--- src/rtl/pps_timing_pkg.sv ---
// Shared types and helpers for the PPS timebase and TDC stop controller.
package pps_timing_pkg;

    // Stop controller states: wait for PPS, count guard, wait for tick, stop issued.
    typedef enum logic [1:0] {
        IDLE      = 2'd0,
        ARMED     = 2'd1,
        WAIT_TICK = 2'd2,
        DONE      = 2'd3
    } stop_state_e;

    // Width of a tick index for a given number of ticks per second (at least 1 bit).
    function automatic int tick_idx_width(input int ticks_per_sec);
        return (ticks_per_sec > 1) ? $clog2(ticks_per_sec) : 1;
    endfunction

endpackage

--- src/rtl/pps_edge_sync.sv ---
// Metastability chain for the raw GPS PPS plus a single-cycle rise detector.
// All flops reset high so a PPS already high at reset release is not a rise.
module pps_edge_sync #(
    parameter int SYNC_STAGES = 2
) (
    input  logic clk_i,
    input  logic rst_n_i,
    input  logic async_i,
    output logic rise_o
);

    logic [SYNC_STAGES-1:0] sync_q;
    logic                   hist_q;

    // Shift the asynchronous input through the chain and keep one history bit.
    always_ff @(posedge clk_i or negedge rst_n_i) begin
        if (!rst_n_i) begin
            sync_q <= '1;
            hist_q <= 1'b1;
        end else begin
            sync_q <= {sync_q[SYNC_STAGES-2:0], async_i};
            hist_q <= sync_q[SYNC_STAGES-1];
        end
    end

    assign rise_o = sync_q[SYNC_STAGES-1] & ~hist_q;

endmodule

--- src/rtl/pps_timebase_stop_ctl.sv ---
// Local timebase (TOS, clean PPS, slow tick) and single TDC stop aligned to the
// first slow tick at least GUARD_CLKS after a synchronised GPS PPS rise.
// stop_ack is a single-cycle pulse; it clears stop_valid, stop_overrun and
// pps_extra, except that a stop in the same cycle keeps stop_valid set.
module pps_timebase_stop_ctl
    import pps_timing_pkg::*;
#(
    parameter  int CLKS_PER_SEC  = 19200000,
    parameter  int PPS_WIDTH     = 1920,
    parameter  int TICK_PERIOD   = 1920,
    parameter  int SYNC_STAGES   = 2,
    parameter  int GUARD_CLKS    = 96,
    localparam int TICKS_PER_SEC = CLKS_PER_SEC / TICK_PERIOD,
    localparam int TW            = tick_idx_width(TICKS_PER_SEC)
) (
    input  logic          clk_tf,
    input  logic          tf_reset_l,
    input  logic          pps_raw_logic,
    input  logic          stop_ack,
    output logic          tos_mark_ddc,
    output logic          pps_clean_next,
    output logic          pps_clean_uc,
    output logic          slow_tick,
    output logic          tdc_stop_next,
    output logic [TW-1:0] stop_tick_idx,
    output logic          stop_valid,
    output logic          stop_overrun,
    output logic          pps_missing,
    output logic          pps_extra,
    output stop_state_e   stop_state_dbg
);

    localparam int SEC_W  = $clog2(CLKS_PER_SEC);
    localparam int TICK_W = (TICK_PERIOD > 1) ? $clog2(TICK_PERIOD) : 1;
    localparam int GW     = (GUARD_CLKS > 1) ? $clog2(GUARD_CLKS) : 1;

    localparam logic [SEC_W-1:0]  SEC_LAST   = SEC_W'(CLKS_PER_SEC - 1);
    localparam logic [SEC_W-1:0]  PPS_LAST   = SEC_W'(PPS_WIDTH - 1);
    localparam logic [TICK_W-1:0] TICK_LAST  = TICK_W'(TICK_PERIOD - 1);
    localparam logic [TICK_W-1:0] TICK_HALF  = TICK_W'(TICK_PERIOD / 2);
    localparam logic [TW-1:0]     IDX_LAST   = TW'(TICKS_PER_SEC - 1);
    localparam logic [GW-1:0]     GUARD_LOAD = GW'(GUARD_CLKS - 1);

    if (CLKS_PER_SEC % TICK_PERIOD != 0) begin : g_bad_tick_period
        $error("CLKS_PER_SEC must be a multiple of TICK_PERIOD");
    end
    if (SYNC_STAGES < 2) begin : g_bad_sync_stages
        $error("SYNC_STAGES must be at least 2");
    end
    if (GUARD_CLKS < 1) begin : g_bad_guard
        $error("GUARD_CLKS must be at least 1");
    end

    logic [1:0]        rst_sync_q;
    logic              rst_n;
    logic [SEC_W-1:0]  sec_cnt_q, sec_cnt_d;
    logic [TICK_W-1:0] tick_cnt_q, tick_cnt_d;
    logic [TW-1:0]     tick_idx_q, tick_idx_d;
    logic              pps_clean_q, slow_tick_q, slow_tick_d;
    logic              tick_rise_next;
    logic              pps_rise;
    logic [TW-1:0]     stop_idx_next;
    logic              seen_carry;

    stop_state_e       state_q;
    logic [GW-1:0]     guard_q;
    logic              seen_q;
    logic [TW-1:0]     stop_tick_idx_q;
    logic              stop_valid_q, stop_overrun_q, pps_missing_q, pps_extra_q;

    // Reset asserts asynchronously and releases two clk_tf edges later.
    always_ff @(posedge clk_tf or negedge tf_reset_l) begin
        if (!tf_reset_l) rst_sync_q <= 2'b00;
        else             rst_sync_q <= {rst_sync_q[0], 1'b1};
    end
    assign rst_n = rst_sync_q[1];

    pps_edge_sync #(.SYNC_STAGES(SYNC_STAGES)) u_pps_sync (
        .clk_i   (clk_tf),
        .rst_n_i (rst_n),
        .async_i (pps_raw_logic),
        .rise_o  (pps_rise)
    );

    // Timebase next-state: the tick counter wraps together with the second.
    assign tos_mark_ddc   = (sec_cnt_q == SEC_LAST);
    assign tick_rise_next = (tick_cnt_q == TICK_LAST);
    assign pps_clean_next = (sec_cnt_q < PPS_LAST) || tos_mark_ddc;
    assign sec_cnt_d      = tos_mark_ddc ? '0 : sec_cnt_q + 1'b1;
    assign tick_cnt_d     = tick_rise_next ? '0 : tick_cnt_q + 1'b1;
    assign tick_idx_d     = !tick_rise_next ? tick_idx_q :
                            (tos_mark_ddc ? '0 : tick_idx_q + 1'b1);
    assign slow_tick_d    = (tick_cnt_d < TICK_HALF);
    assign stop_idx_next  = (tick_idx_q == IDX_LAST) ? '0 : tick_idx_q + 1'b1;

    // Free-running second, tick and tick-index counters with registered PPS/tick.
    always_ff @(posedge clk_tf or negedge rst_n) begin
        if (!rst_n) begin
            sec_cnt_q   <= '0;
            tick_cnt_q  <= '0;
            tick_idx_q  <= '0;
            pps_clean_q <= 1'b1;
            slow_tick_q <= 1'b1;
        end else begin
            sec_cnt_q   <= sec_cnt_d;
            tick_cnt_q  <= tick_cnt_d;
            tick_idx_q  <= tick_idx_d;
            pps_clean_q <= pps_clean_next;
            slow_tick_q <= slow_tick_d;
        end
    end

    // A pending stop that crosses TOS marks the new second as having seen its PPS.
    assign seen_carry = (state_q == ARMED) || (state_q == WAIT_TICK) ||
                        ((state_q == IDLE) && pps_rise && !seen_q);

    // Stop FSM plus status flags; later assignments take priority over the ack clear.
    always_ff @(posedge clk_tf or negedge rst_n) begin
        if (!rst_n) begin
            state_q         <= IDLE;
            guard_q         <= '0;
            seen_q          <= 1'b0;
            stop_tick_idx_q <= '0;
            stop_valid_q    <= 1'b0;
            stop_overrun_q  <= 1'b0;
            pps_missing_q   <= 1'b0;
            pps_extra_q     <= 1'b0;
        end else begin
            if (stop_ack) begin
                stop_valid_q   <= 1'b0;
                stop_overrun_q <= 1'b0;
                pps_extra_q    <= 1'b0;
            end
            if (pps_rise && seen_q) begin
                pps_extra_q <= 1'b1;
            end
            case (state_q)
                IDLE: begin
                    if (pps_rise && !seen_q) begin
                        guard_q <= GUARD_LOAD;
                        state_q <= ARMED;
                    end
                end
                ARMED: begin
                    if (guard_q == '0) state_q <= WAIT_TICK;
                    else               guard_q <= guard_q - 1'b1;
                end
                WAIT_TICK: begin
                    if (tick_rise_next) begin
                        stop_tick_idx_q <= stop_idx_next;
                        stop_valid_q    <= 1'b1;
                        if (stop_valid_q && !stop_ack) stop_overrun_q <= 1'b1;
                        state_q <= DONE;
                    end
                end
                DONE: begin
                    if (tos_mark_ddc) state_q <= IDLE;
                end
            endcase
            if (tos_mark_ddc) begin
                pps_missing_q <= !(seen_q || pps_rise);
                seen_q        <= seen_carry;
            end else if (pps_rise) begin
                seen_q <= 1'b1;
            end
        end
    end

    assign tdc_stop_next  = (state_q == WAIT_TICK) && tick_rise_next;
    assign pps_clean_uc   = pps_clean_q;
    assign slow_tick      = slow_tick_q;
    assign stop_tick_idx  = stop_tick_idx_q;
    assign stop_valid     = stop_valid_q;
    assign stop_overrun   = stop_overrun_q;
    assign pps_missing    = pps_missing_q;
    assign pps_extra      = pps_extra_q;
    assign stop_state_dbg = state_q;

endmodule
--- config.mk ---
export PLATFORM = sky130hd
export DESIGN_NAME = pps_timebase_stop_ctl
export DESIGN_NICKNAME = d
export VERILOG_FILES = /design/src/rtl/pps_timing_pkg.sv /design/src/rtl/pps_edge_sync.sv /design/src/rtl/pps_timebase_stop_ctl.sv
export SDC_FILE = /design/constraint.sdc
export NUM_CORES = 1
export LEC_CHECK = 0
export CAP_MARGIN = 10
export CORE_MARGIN = 3
export CORE_UTILIZATION = 40
export DETAILED_ROUTE_END_ITERATION = 6
export DONT_BUFFER_PORTS = 1
export PLACE_DENSITY = 0.51
export SYNTH_ARGS = -nofsm -noshare
export SYNTH_HDL_FRONTEND = slang
export SYNTH_HIERARCHICAL = 1
export SYNTH_SLANG_ARGS = --single-unit
export TNS_END_PERCENT = 100
--- constraint.sdc ---
create_clock -name clk_tf -period 4.71 [get_ports clk_tf]
set_input_delay 1.413 -clock clk_tf [delete_from_list [all_inputs] [get_ports clk_tf]]
set_output_delay 1.413 -clock clk_tf [all_outputs]
set_load 0.05 [all_outputs]
# Yosys cells after proc, flatten, opt, wreduce, memory -nomap -nowiden
# Cells that the tools add are included.
# W data, S select, Z words.
word_totals:
  reg_bits: 85
  inputBits: 4
op_classes:
  n_addsub: 4
  magnitude_cmp: 2
  n_eq_ne: 11
  n_mux: 23
  bitwise: 2
  n_reduce_logical: 21
op_table:
  columns: ["cell", "n"]
  rows:
  - ["$mux W14", 2]
  - ["$add A25 B1 Y25 const B", 1]
  - ["$eq A25 B25 Y1 const B", 1]
  - ["$lt A25 B11 Y1 const B", 1]
  - ["$mux W25", 1]
  - ["$add A14 B1 Y14 const B", 1]
  - ["$eq A14 B14 Y1 const B", 1]
  - ["$mux W7", 2]
  - ["$pmux W7 S2", 1]
  - ["$add A11 B1 Y11 const B", 1]
  - ["$eq A11 B11 Y1 const B", 1]
  - ["$lt A11 B10 Y1 const B", 1]
  - ["$mux W1", 11]
  - ["$mux W11", 1]
  - ["$mux W2", 4]
  - ["$pmux W2 S4", 1]
  - ["$logic_not A7 Y1", 1]
  - ["$sub A7 B1 Y7 const B", 1]
  - ["$logic_and A1 B1 Y1", 6]
  - ["$ne A2 B2 Y1 const B", 3]
  - ["$reduce_bool A2 Y1", 3]
  - ["$eq A2 B2 Y1 const B", 2]
  - ["$logic_or A1 B1 Y1", 4]
  - ["$ne A2 B1 Y1 const B", 2]
  - ["other kinds (8)", 10]

# Depth between registers and ports, before layout
# Gate-level depths: netlist (run 1).
logic_depth:
  ltp_word: 6
  depth_mapped: 8
  mapped_depth_nobuf: 7

# By module
# The synthesis (run 1) kept the hierarchy.
by_module_without_submodules:
  columns: ["mod", "n_inst", "cells_each", "area_each_um2", "seq_area_each_um2"]
  rows:
  - ["pps_timebase_stop_ctl", 1, 393, 3895.0, 2054.5]
  - ["pps_edge_sync", 1, 4, 92.6, 78.8]

# Worst setup path before layout (run 1)
# Ideal clock, no wire load.
synth_timing:
  kind: "reg2out"
  startpoint: "register sec_cnt_q[19]"
  endpoint: "output pps_clean_next"
  arrival_ps: 1984
  t_required_ps: 3297
  setup_slack_ps: 1313
  path_stages_with_launch: 6
  path_cell_list: "dfrtp_1 -> or4_4 -> nor4_4 -> nand2_2 -> clkinv_1 -> a41o_1"
synth_via:
  elab_chain_cells: 2
  elab_cells_between_ends: 3
  classes_between: "order compare (1); eq/ne (1); reduce/logical (1)"
synth_lines:
  columns: ["item", "line", "source"]
  rows:
  - ["start: declaration", "pps_timebase_stop_ctl.sv:56", "logic [SEC_W-1:0] sec_cnt_q, sec_cnt_d;"]
  - ["start signal: assignment", "pps_timebase_stop_ctl.sv:105", "sec_cnt_q <= sec_cnt_d;"]
  - ["$lt A25 B11 Y1 or $eq A25 B25 Y1 (tied branches)", "pps_timebase_stop_ctl.sv:88, pps_timebase_stop_ctl.sv:86", null]
  - ["$logic_or A1 B1 Y1 *", "pps_timebase_stop_ctl.sv:88", "assign pps_clean_next = (sec_cnt_q < PPS_LAST) || tos_mark_ddc;"]
  - ["end: declaration", "pps_timebase_stop_ctl.sv:21", "output logic pps_clean_next,"]
# Every way passes the cells marked *; elsewhere a longest branch is shown, timed or not.

# Worst setup path in the final report (run 1)
# Same ends and word-level chain as after synthesis.

==> flow_summary.yaml, run 1 <==
run_status:
  status: "complete, no violations"
route:
  wl_met3_um: 339
  dr.first_iter.drc_count: 113
  drc_errors: 0
  wl_met1_mm: 3.844
  via_count: 2795
  vias_per_cell: 5.215
  antenna_left: 0
  highest_layer: "met4"
  dr_wl_met2_mm: 3.644
  wl_per_cell_um: 14.77
  firstDrtPassIters: 4
  drt-total-wl_mm: 7.916
logic_synthesis:
  yosys.area.top_type: "dfrtp_1"
  yosysSeqAreaShare_pct: 53.50
  synth.cells.most_frequent: "80 x dfrtp_1, 50 x nand2_1, 34 x o21ai_0"
  synth_ff_type: "dfrtp_1"
  synth_top_family_by_area: "simple AND/OR/NAND/NOR gates"
  syn_area_um2: 3988
  synth_edf_count: 0
  synthTopCellsByArea: "dfrtp_1 50%, nand2_1 4.7%, xor2_1 4.6%, o21ai_0 4.3%, xnor2_1 4.0%"
  synth_mux_area_share_pct: 0.5334
  ys_types: 46
  ys_ff_latch: 85
  syn_inst: 397
  synth_xor_area_share_pct: 8.566
  synth_compound_area_share_pct: 10.42
  synth_nets: 410
  yosysMostFrequentCell: "dfrtp_1"
  synth-adder-area-share_pct: 2.824
  yosys_warnings: 6
  synth-simple-area-share_pct: 21.74
  synth.top_cell.area_share_pct: 50.20
  synthArstFlopShare_pct: 100.0
  avgSynthCellArea_um2: 10.04
job:
  maxCapViolCount: 0
cts:
  tritoncts: "yes"
  clk_latency_ps: 360
  clkSinkCount: 85
  cts_resized: 0
  clk_pin_slew_ps: 70
  hold_buffers: 0
  tritoncts.num_buffers: 9
  h-tree-depth: 3
  clock_path_buffers: 2
  clockRootBuffer: "clkbuf_8"
  cts_setup_buffers: 0
timing:
  drv_slew: 0
  timing.fmax_mhz: 253.4
  skew_ps: 10.68
  post-route-period-util_pct: 83.79
  hold_viol: 0
  worstMarginPinSlew_ps: 1080
  setup_tns_ps: 0
  setup_ws_ps: 763.5
  rsz0062_at_grt: "false"
  relSlewSlack_pct: 28.03
  finalSetupViolCount: 0
  min_period_ps: 3946
critical_path:
  end_kind: "output port"
  timing.critical_path.buf_inv: 1
  max_stage_delay_ps: 570
  cp.depth: 5
  crit_required_ps: 3300
  path_cells: "or4_4, nor4_4, nand2_2, clkinv_1, a41o_1"
  critPathTopFamily: "simple AND/OR/NAND/NOR gates"
  arrival_ps: 2530
  r2r_slack_ps: 2150
  crit_fanout: 15
  critPathLaunchType: "register"
  critical_path_class: "reg -> out"
  reg2reg_depth: 6
  cp_slowest_cell: "or4_4"
finish:
  ff_latch_area_um2: 2137
  multi_input_area_um2: 1768
  nFillCells: 952
  finalNetCount: 415
  area_growth_pct: 8.597
  drive_above_1_share_pct: 6.880
  diodes: 0
pwr:
  p_leak_nw: 1.865
  p_total_w: 0.001563
  power_density_nw_per_um2: 360.9
  vdd_drop_max_uv: 234.0
placement:
  dp_worst_setup_slack_ps: 1139
  gp_congestion: 0.7740
  place_hpwl_mm: 5.268
  portBuffers: 0
global_route:
  grt_pass1_wl_mm: 13.56
  grt_max_degree: 84
  antenna_found_initial: 0
  grt_pass1_vias: 2727
  track_usage_pct: 15.33
  overflow: 0
floorplan:
  fp.dieH_um: 105.8
  row_count: 35
  die_area_um2: 11200
  start_util_pct: 42.16
  chipWidth_um: 105.8
  core_um2: 9459
  io_pins: 29
min_path:
  hold_path_class: "reg -> reg"
  min_path_cells: 0
[placed cells by master, fill, tap and decap left out, types with 3 or more instances in the layout]
master and n:
clkbuf_1 4, inv_1 12, nor2b_1 5, o31ai_1 6, o2bb2ai_1 3, nor2_1 32, nor4_1 4, xor2_1 21
xnor2_1 18, nand2b_1 5, o21ai_0 34, dfrtp_1 79, clkbuf_8 10, or3_1 3, nor3_1 7, and4_1 3
nand2_1 50, a2bb2oi_1 3, and2_1 4, and3_1 7, buf_4 3, a21oi_1 10, ha_1 9, nand4_1 13
dfstp_2 5, nand3_1 31
[state kept, by name, indices dropped and copies added, names as in the netlist, 2 cells and up]
name and count:
guard_q 7, stop_tick_idx 14, rst_sync_q 2, tick_idx_q 14
tick_cnt_q 11, u_pps_sync/sync_q 2, sec_cnt_q 25, stop_state_dbg 2
[logic make-up (layout without fill, tap and decap cells)]
family                     after synthesis  after routing
AOI/OAI and AO/OA                       66             66
xor gates and xnor gates                39             39
adders and majority gates                9              9
buffers and inverters                   23             33
DFF                                     85             85
muxes                                    2              2
other                                    1              1
and+or+nand+nor                        172            172
[final timing paths]
path | from | endpoint
max | sec_cnt_q[19] | pps_clean_next
min | u_pps_sync/sync_q[0] | u_pps_sync/sync_q[1]
max reg2reg | tick_cnt_q[0] | stop_state_dbg[1]
min reg2reg | u_pps_sync/sync_q[0] | u_pps_sync/sync_q[1]
max in group asynchronous | rst_sync_q[1] | sec_cnt_q[22]
min in group asynchronous | rst_sync_q[1] | guard_q[2]
[power by group]
part	leakage (nW)	internal [W]	switching (W)
combinational	0.657	0.0000909	0.000107
clock	0.0947	0.000260	0.000250
sequential	1.11	0.000767	0.0000875
[per-stage QoR]
stage	hold slack [ps]	instance area, µm²	utilization, %	cells
floorplan	331.2	3988	-	397
global placement	342.4	4138	43.74	519
detailed placement	336.5	4138	43.74	519
CTS	358.3	4325	45.73	535
global route	366.0	4330	45.78	536
finish	357.1	4330	45.78	536
[cell type report]
class / count / area share (%)
Sequential cell: 85 / 49.35
Multi-Input combinational cell: 289 / 40.83
Tap cell: 129 / 3.727
Clock buffer: 14 / 3.525
Inverter: 13 / 1.127
Clock inverter: 2 / 0.8090
Timing Repair Buffer: 4 / 0.6357
[metal layers]
layer	vias to the layer above	global-route usage [%]
li1	1400	-
met1	1353	20.18
met2	33	23.63
met3	9	6.124
met4	0	3.885
met5	-	0
Note: power is estimated with default switching activity, not from simulation.
==> run 2, diff against run 1 <==
==> constraint.sdc (replaced) <==
create_clock -name clk_tf -period 3.7 [get_ports clk_tf]
set_input_delay 1.11 -clock clk_tf [delete_from_list [all_inputs] [get_ports clk_tf]]
set_output_delay 1.11 -clock clk_tf [all_outputs]
set_load 0.05 [all_outputs]
==> run 2 against run 1 <==
  * Total power up 39%
  * Clock-buffer cell count decreased by 3
  * Global-route usage up 0.31 points
  * Wire length shrank 0.24%
  * Critical path depth stayed put
  * Final cell count up 0.56%
  * Setup slack lost 470 ps
  * Clock skew is essentially flat
  * Critical endpoint unchanged
  * Design area grew 2.2%
==> flow_summary.yaml, run 2 (same netlist as run 1, synthesis figures left out) <==
run_status:
  status: "complete, no violations"
min_path:
  min_path_cells: 0
  hold_path_class: "reg -> reg"
  min_from: "u_pps_sync/sync_q[0]"
  holdPathEnd: "u_pps_sync/sync_q[1]"
critical_path:
  max_stage_delay_ps: 580
  reg2reg_from: "sec_cnt_q[19]"
  reg2reg_depth: 6
  end_kind: "output port"
  r2r_slack_ps: 1320
  critical_path_class: "reg -> out"
  arrival_ps: 2290
  critPathLaunchType: "register"
  crit_required_ps: 2590
  path_cells: "or4_4, nor4_4, nand2_2, clkinv_1, a41o_1"
  cp_slowest_cell: "or4_4"
  timing.critical_path.buf_inv: 1
  timing.rr.end: "stop_state_dbg[1]"
  crit_fanout: 5
  critPathTopFamily: "simple AND/OR/NAND/NOR gates"
placement:
  dp.cells: 523
  place_hpwl_mm: 5.300
  portBuffers: 0
  placed_area_um2: 4168
  gp_congestion: 0.7667
  dp_worst_setup_slack_ps: 662.7
cts:
  tritoncts: "yes"
  hold_buffers: 0
  tritoncts.num_buffers: 9
  clkSinkCount: 85
  cts_setup_buffers: 0
  clk_pin_slew_ps: 80
  clock_path_buffers: 2
  h-tree-depth: 3
  cts_resized: 0
  clockRootBuffer: "clkbuf_8"
  clk_latency_ps: 350
pwr:
  vdd_drop_max_uv: 273.8
  p_leak_nw: 1.912
  power_density_nw_per_um2: 490.9
timing:
  setup_ws_ps: 296.7
  skew_ps: 10.62
  hold_viol: 0
  setup_tns_ps: 0
  worstMarginPinSlew_ps: 1056
  whs_ps: 361.0
  min_period_ps: 3403
  rsz0062_at_grt: "false"
  relSlewSlack_pct: 29.60
  drv_slew: 0
  finalSetupViolCount: 0
  timing.fmax_mhz: 293.8
  post-route-period-util_pct: 91.98
global_route:
  grt_pass1_vias: 2864
  track_usage_pct: 15.64
  antenna_found_initial: 0
  grt_max_degree: 84
  grt_pass1_wl_mm: 14.19
  overflow: 0
route:
  drt-total-wl_mm: 7.897
  firstDrtPassIters: 4
  via_count: 2800
  drc_errors: 0
  antenna_left: 0
  vias_per_cell: 5.195
  dr.first_iter.drc_count: 88
  wl_per_cell_um: 14.65
finish:
  final_cell_mix: "79 x dfrtp_1, 50 x nand2_1, 34 x o21ai_0"
  drive_above_1_share_pct: 8.537
  area_growth_pct: 10.98
  diodes: 0
  regMostFlops: "sec_cnt_q"
  largest_reg_flops: 25
  finalNetCount: 418
  final_cell_count_no_fill: 539
  fin_area_um2: 4425
  final_common_cell: "dfrtp_1"
floorplan:
  die_area_um2: 11200
  row_count: 35
  core_um2: 9459
  start_util_pct: 42.16
  io_pins: 29
  chipWidth_um: 105.8
  fp.dieH_um: 105.8
job:
  maxCapViolCount: 0
## run 2: per-layer routing
metal | routed length [µm] | global-route usage [%]
met1 | 3820 | 21.02
met3 | 279 | 5.021
met4 | 29 | 3.700
met2 | 3767 | 24.68
met5 | 0 | 0
## run 2: final cells by class
type                    count  area (µm²)
clock buffers              11       151.4
clock inverters             5       106.4
fillers                   903        5034
inverters                  13       48.80
multi-input cells         289        1768
flip-flops and latches     85        2137
well taps                 129       161.4
repair buffers              7       52.55
## run 2: power breakdown
group / internal (W) / switching (W)
Combinational: 0.000116 / 0.000136
Sequential: 0.000977 / 0.000112
Clock: 0.000487 / 0.000345
Total: 0.00158 / 0.000593
## run 2: worst max-delay path by stage
| stage | from | to | slack (ps) | cells after the start |
|---|---|---|---|---|
| 2_1_floorplan | sec_cnt_q[19] | pps_clean_next | 610 | 5 |
| 3_3_place_gp | sec_cnt_q[19] | pps_clean_next | 700 | 5 |
| 3_5_place_dp | sec_cnt_q[19] | pps_clean_next | 660 | 5 |
| 4_1_cts | sec_cnt_q[19] | pps_clean_next | 260 | 5 |
| 5_1_grt | sec_cnt_q[19] | pps_clean_next | 140 | 5 |
| 6_report | sec_cnt_q[19] | pps_clean_next | 300 | 5 |
## run 2: worst reg2reg max path, delay by kind of cell, from the launching register on
kind | cells | cell delay [ps]
DFF | 1 | 430
muxes | 1 | 340
AOI/OAI and AO/OA | 1 | 260
and+or+nand+nor | 3 | 1030
buffers and inverters | 1 | 220
## run 2: metrics by stage
stage          util (%)  total power (W)
5_1_grt           46.79         0.002279
6_report          46.79         0.002173
4_1_cts           46.79         0.002203
2_1_floorplan         -         0.001302
3_3_place_gp      44.06         0.001356
3_5_place_dp      44.06         0.001365
==> run 3, diff against run 2 <==
--- a/config.mk
+++ b/config.mk
@@ -11,6 +11,7 @@
 export DETAILED_ROUTE_END_ITERATION = 6
 export DONT_BUFFER_PORTS = 1
 export PLACE_DENSITY = 0.51
+export RECOVER_POWER = 25
 export SYNTH_ARGS = -nofsm -noshare
 export SYNTH_HDL_FRONTEND = slang
 export SYNTH_HIERARCHICAL = 1
==> run 3 against run 2 <==
  * The run now ends with capacitance limit, slew limit left
  * Critical path type unchanged
  * Die area did not move
  * Sequential share of layout area rose by 0.053 points
  * Via count rose by 0.54%
  * Critical endpoint unchanged
  * Design area fell by 0.23%
  * Global-route usage did not move
==> flow_summary.yaml, run 3 (same netlist as run 1, synthesis figures left out) <==
run_status:
  status: "finished, violations left"
  violations: "capacitance limit, slew limit"
timing:
  drv_slew: 84
  skew_ps: 9.681
  relSlewSlack_pct: -19.68
  post-route-period-util_pct: 92.06
  min_period_ps: 3406
  rsz0062_at_grt: "false"
  finalSetupViolCount: 0
  setup_tns_ps: 0
  worstMarginPinSlew_ps: 1795
  hold_viol: 0
  setup_ws_ps: 293.9
  whs_ps: 364.5
  timing.fmax_mhz: 293.6
finish:
  largest_reg_flops: 25
  drive_above_1_share_pct: 8.049
  ff_latch_area_um2: 2135
  diodes: 0
  nFillCells: 904
  finalNetCount: 418
  final_common_cell: "dfrtp_1"
  fin_area_um2: 4415
  multi_input_area_um2: 1760
  regMostFlops: "sec_cnt_q"
  area_growth_pct: 10.73
  final_cell_mix: "79 x dfrtp_1, 50 x nand2_1, 34 x o21ai_0"
placement:
  placed_area_um2: 4168
  dp_worst_setup_slack_ps: 662.7
  portBuffers: 0
  gp_congestion: 0.7667
  place_hpwl_mm: 5.300
route:
  vias_per_cell: 5.223
  via_count: 2815
  drc_errors: 0
  firstDrtPassIters: 5
  antenna_left: 0
  wl_per_cell_um: 14.67
  dr.first_iter.drc_count: 86
  drt-total-wl_mm: 7.909
floorplan:
  die_area_um2: 11200
  start_util_pct: 42.16
  chipWidth_um: 105.8
  core_um2: 9459
  fp.dieH_um: 105.8
  row_count: 35
  io_pins: 29
min_path:
  min_path_cells: 0
  min_from: "rst_sync_q[0]"
  hold_path_class: "reg -> reg"
cts:
  cts_resized: 0
  cts_setup_buffers: 0
  h-tree-depth: 3
  clk_pin_slew_ps: 80
  clkSinkCount: 85
  clk_latency_ps: 360
  hold_buffers: 0
  tritoncts: "yes"
  clockRootBuffer: "clkbuf_8"
  clock_path_buffers: 2
  tritoncts.num_buffers: 9
critical_path:
  reg2reg_depth: 6
  startpoint: "sec_cnt_q[19]"
  reg2reg_from: "sec_cnt_q[19]"
  cp.depth: 5
  path_cells: "or4_4, nor4_4, nand2_2, clkinv_1, a41o_1"
  crit_fanout: 5
  timing.critical_path.buf_inv: 1
  arrival_ps: 2300
  end_kind: "output port"
  max_stage_delay_ps: 580
  critical_path_class: "reg -> out"
  critPathLaunchType: "register"
  crit_required_ps: 2590
  critPathTopFamily: "simple AND/OR/NAND/NOR gates"
  cp_slowest_cell: "or4_4"
global_route:
  track_usage_pct: 15.64
  grt_pass1_vias: 2864
  grt_pass1_wl_mm: 14.19
  antenna_found_initial: 0
  overflow: 0
  grt_max_degree: 84
pwr:
  vdd_drop_max_uv: 270.7
  p_total_w: 0.002175
  power_density_nw_per_um2: 492.7
  p_leak_nw: 1.906
job:
  maxCapViolCount: 1
-- run 3: routing by layer --
metal,GRT usage (%),vias up,part of all wire (%)
met5,0,-,0
met4,3.700,0,0.39
met3,5.021,2,4.3
met2,24.68,47,48
met1,21.02,1363,48
li1,-,1403,-
-- run 3: worst paths after layout --
kind / slack [ps] / end
setup reg to reg: 1320 / stop_state_dbg[1]
setup / recovery: 290 / pps_clean_next
max in group asynchronous: 1870 / tick_idx_q[7]
min in group asynchronous: 440 / rst_sync_q[1]
hold reg to reg: 360 / rst_sync_q[1]
hold / removal: 360 / rst_sync_q[1]
-- run 3: metrics by stage --
| stage | util [%] | std cells |
|---|---|---|
| 3_5_place_dp | 44.06 | 523 |
| 6_report | 46.68 | 539 |
| 4_1_cts | 46.79 | 539 |
| 3_3_place_gp | 44.06 | 523 |
| 2_1_floorplan | - | 397 |
| 5_1_grt | 46.68 | 539 |
-- run 3: where the power goes --
| group | leakage, nW | internal [W] | switching, W |
|---|---|---|---|
| registers | 1.11 | 0.000976 | 0.000112 |
| logic | 0.667 | 0.000116 | 0.000135 |
| clock network | 0.126 | 0.000487 | 0.000350 |
-- run 3: layout make-up --
type / count / area share, %
sequential: 85 / 48.34
tap: 129 / 3.655
clock inverter: 5 / 2.409
clock buffer: 11 / 3.429
inverter: 13 / 1.105
multi-input combinational: 289 / 39.87
timing repair buffer: 7 / 1.190
-- run 3: worst register-to-register path, cell delays in order (launching register included) --
cell and delay, ps:
dfrtp_1 430, or4_4 580, nor4_4 350, nand2_2 100, buf_4 220, a221oi_4 260
mux2_1 340
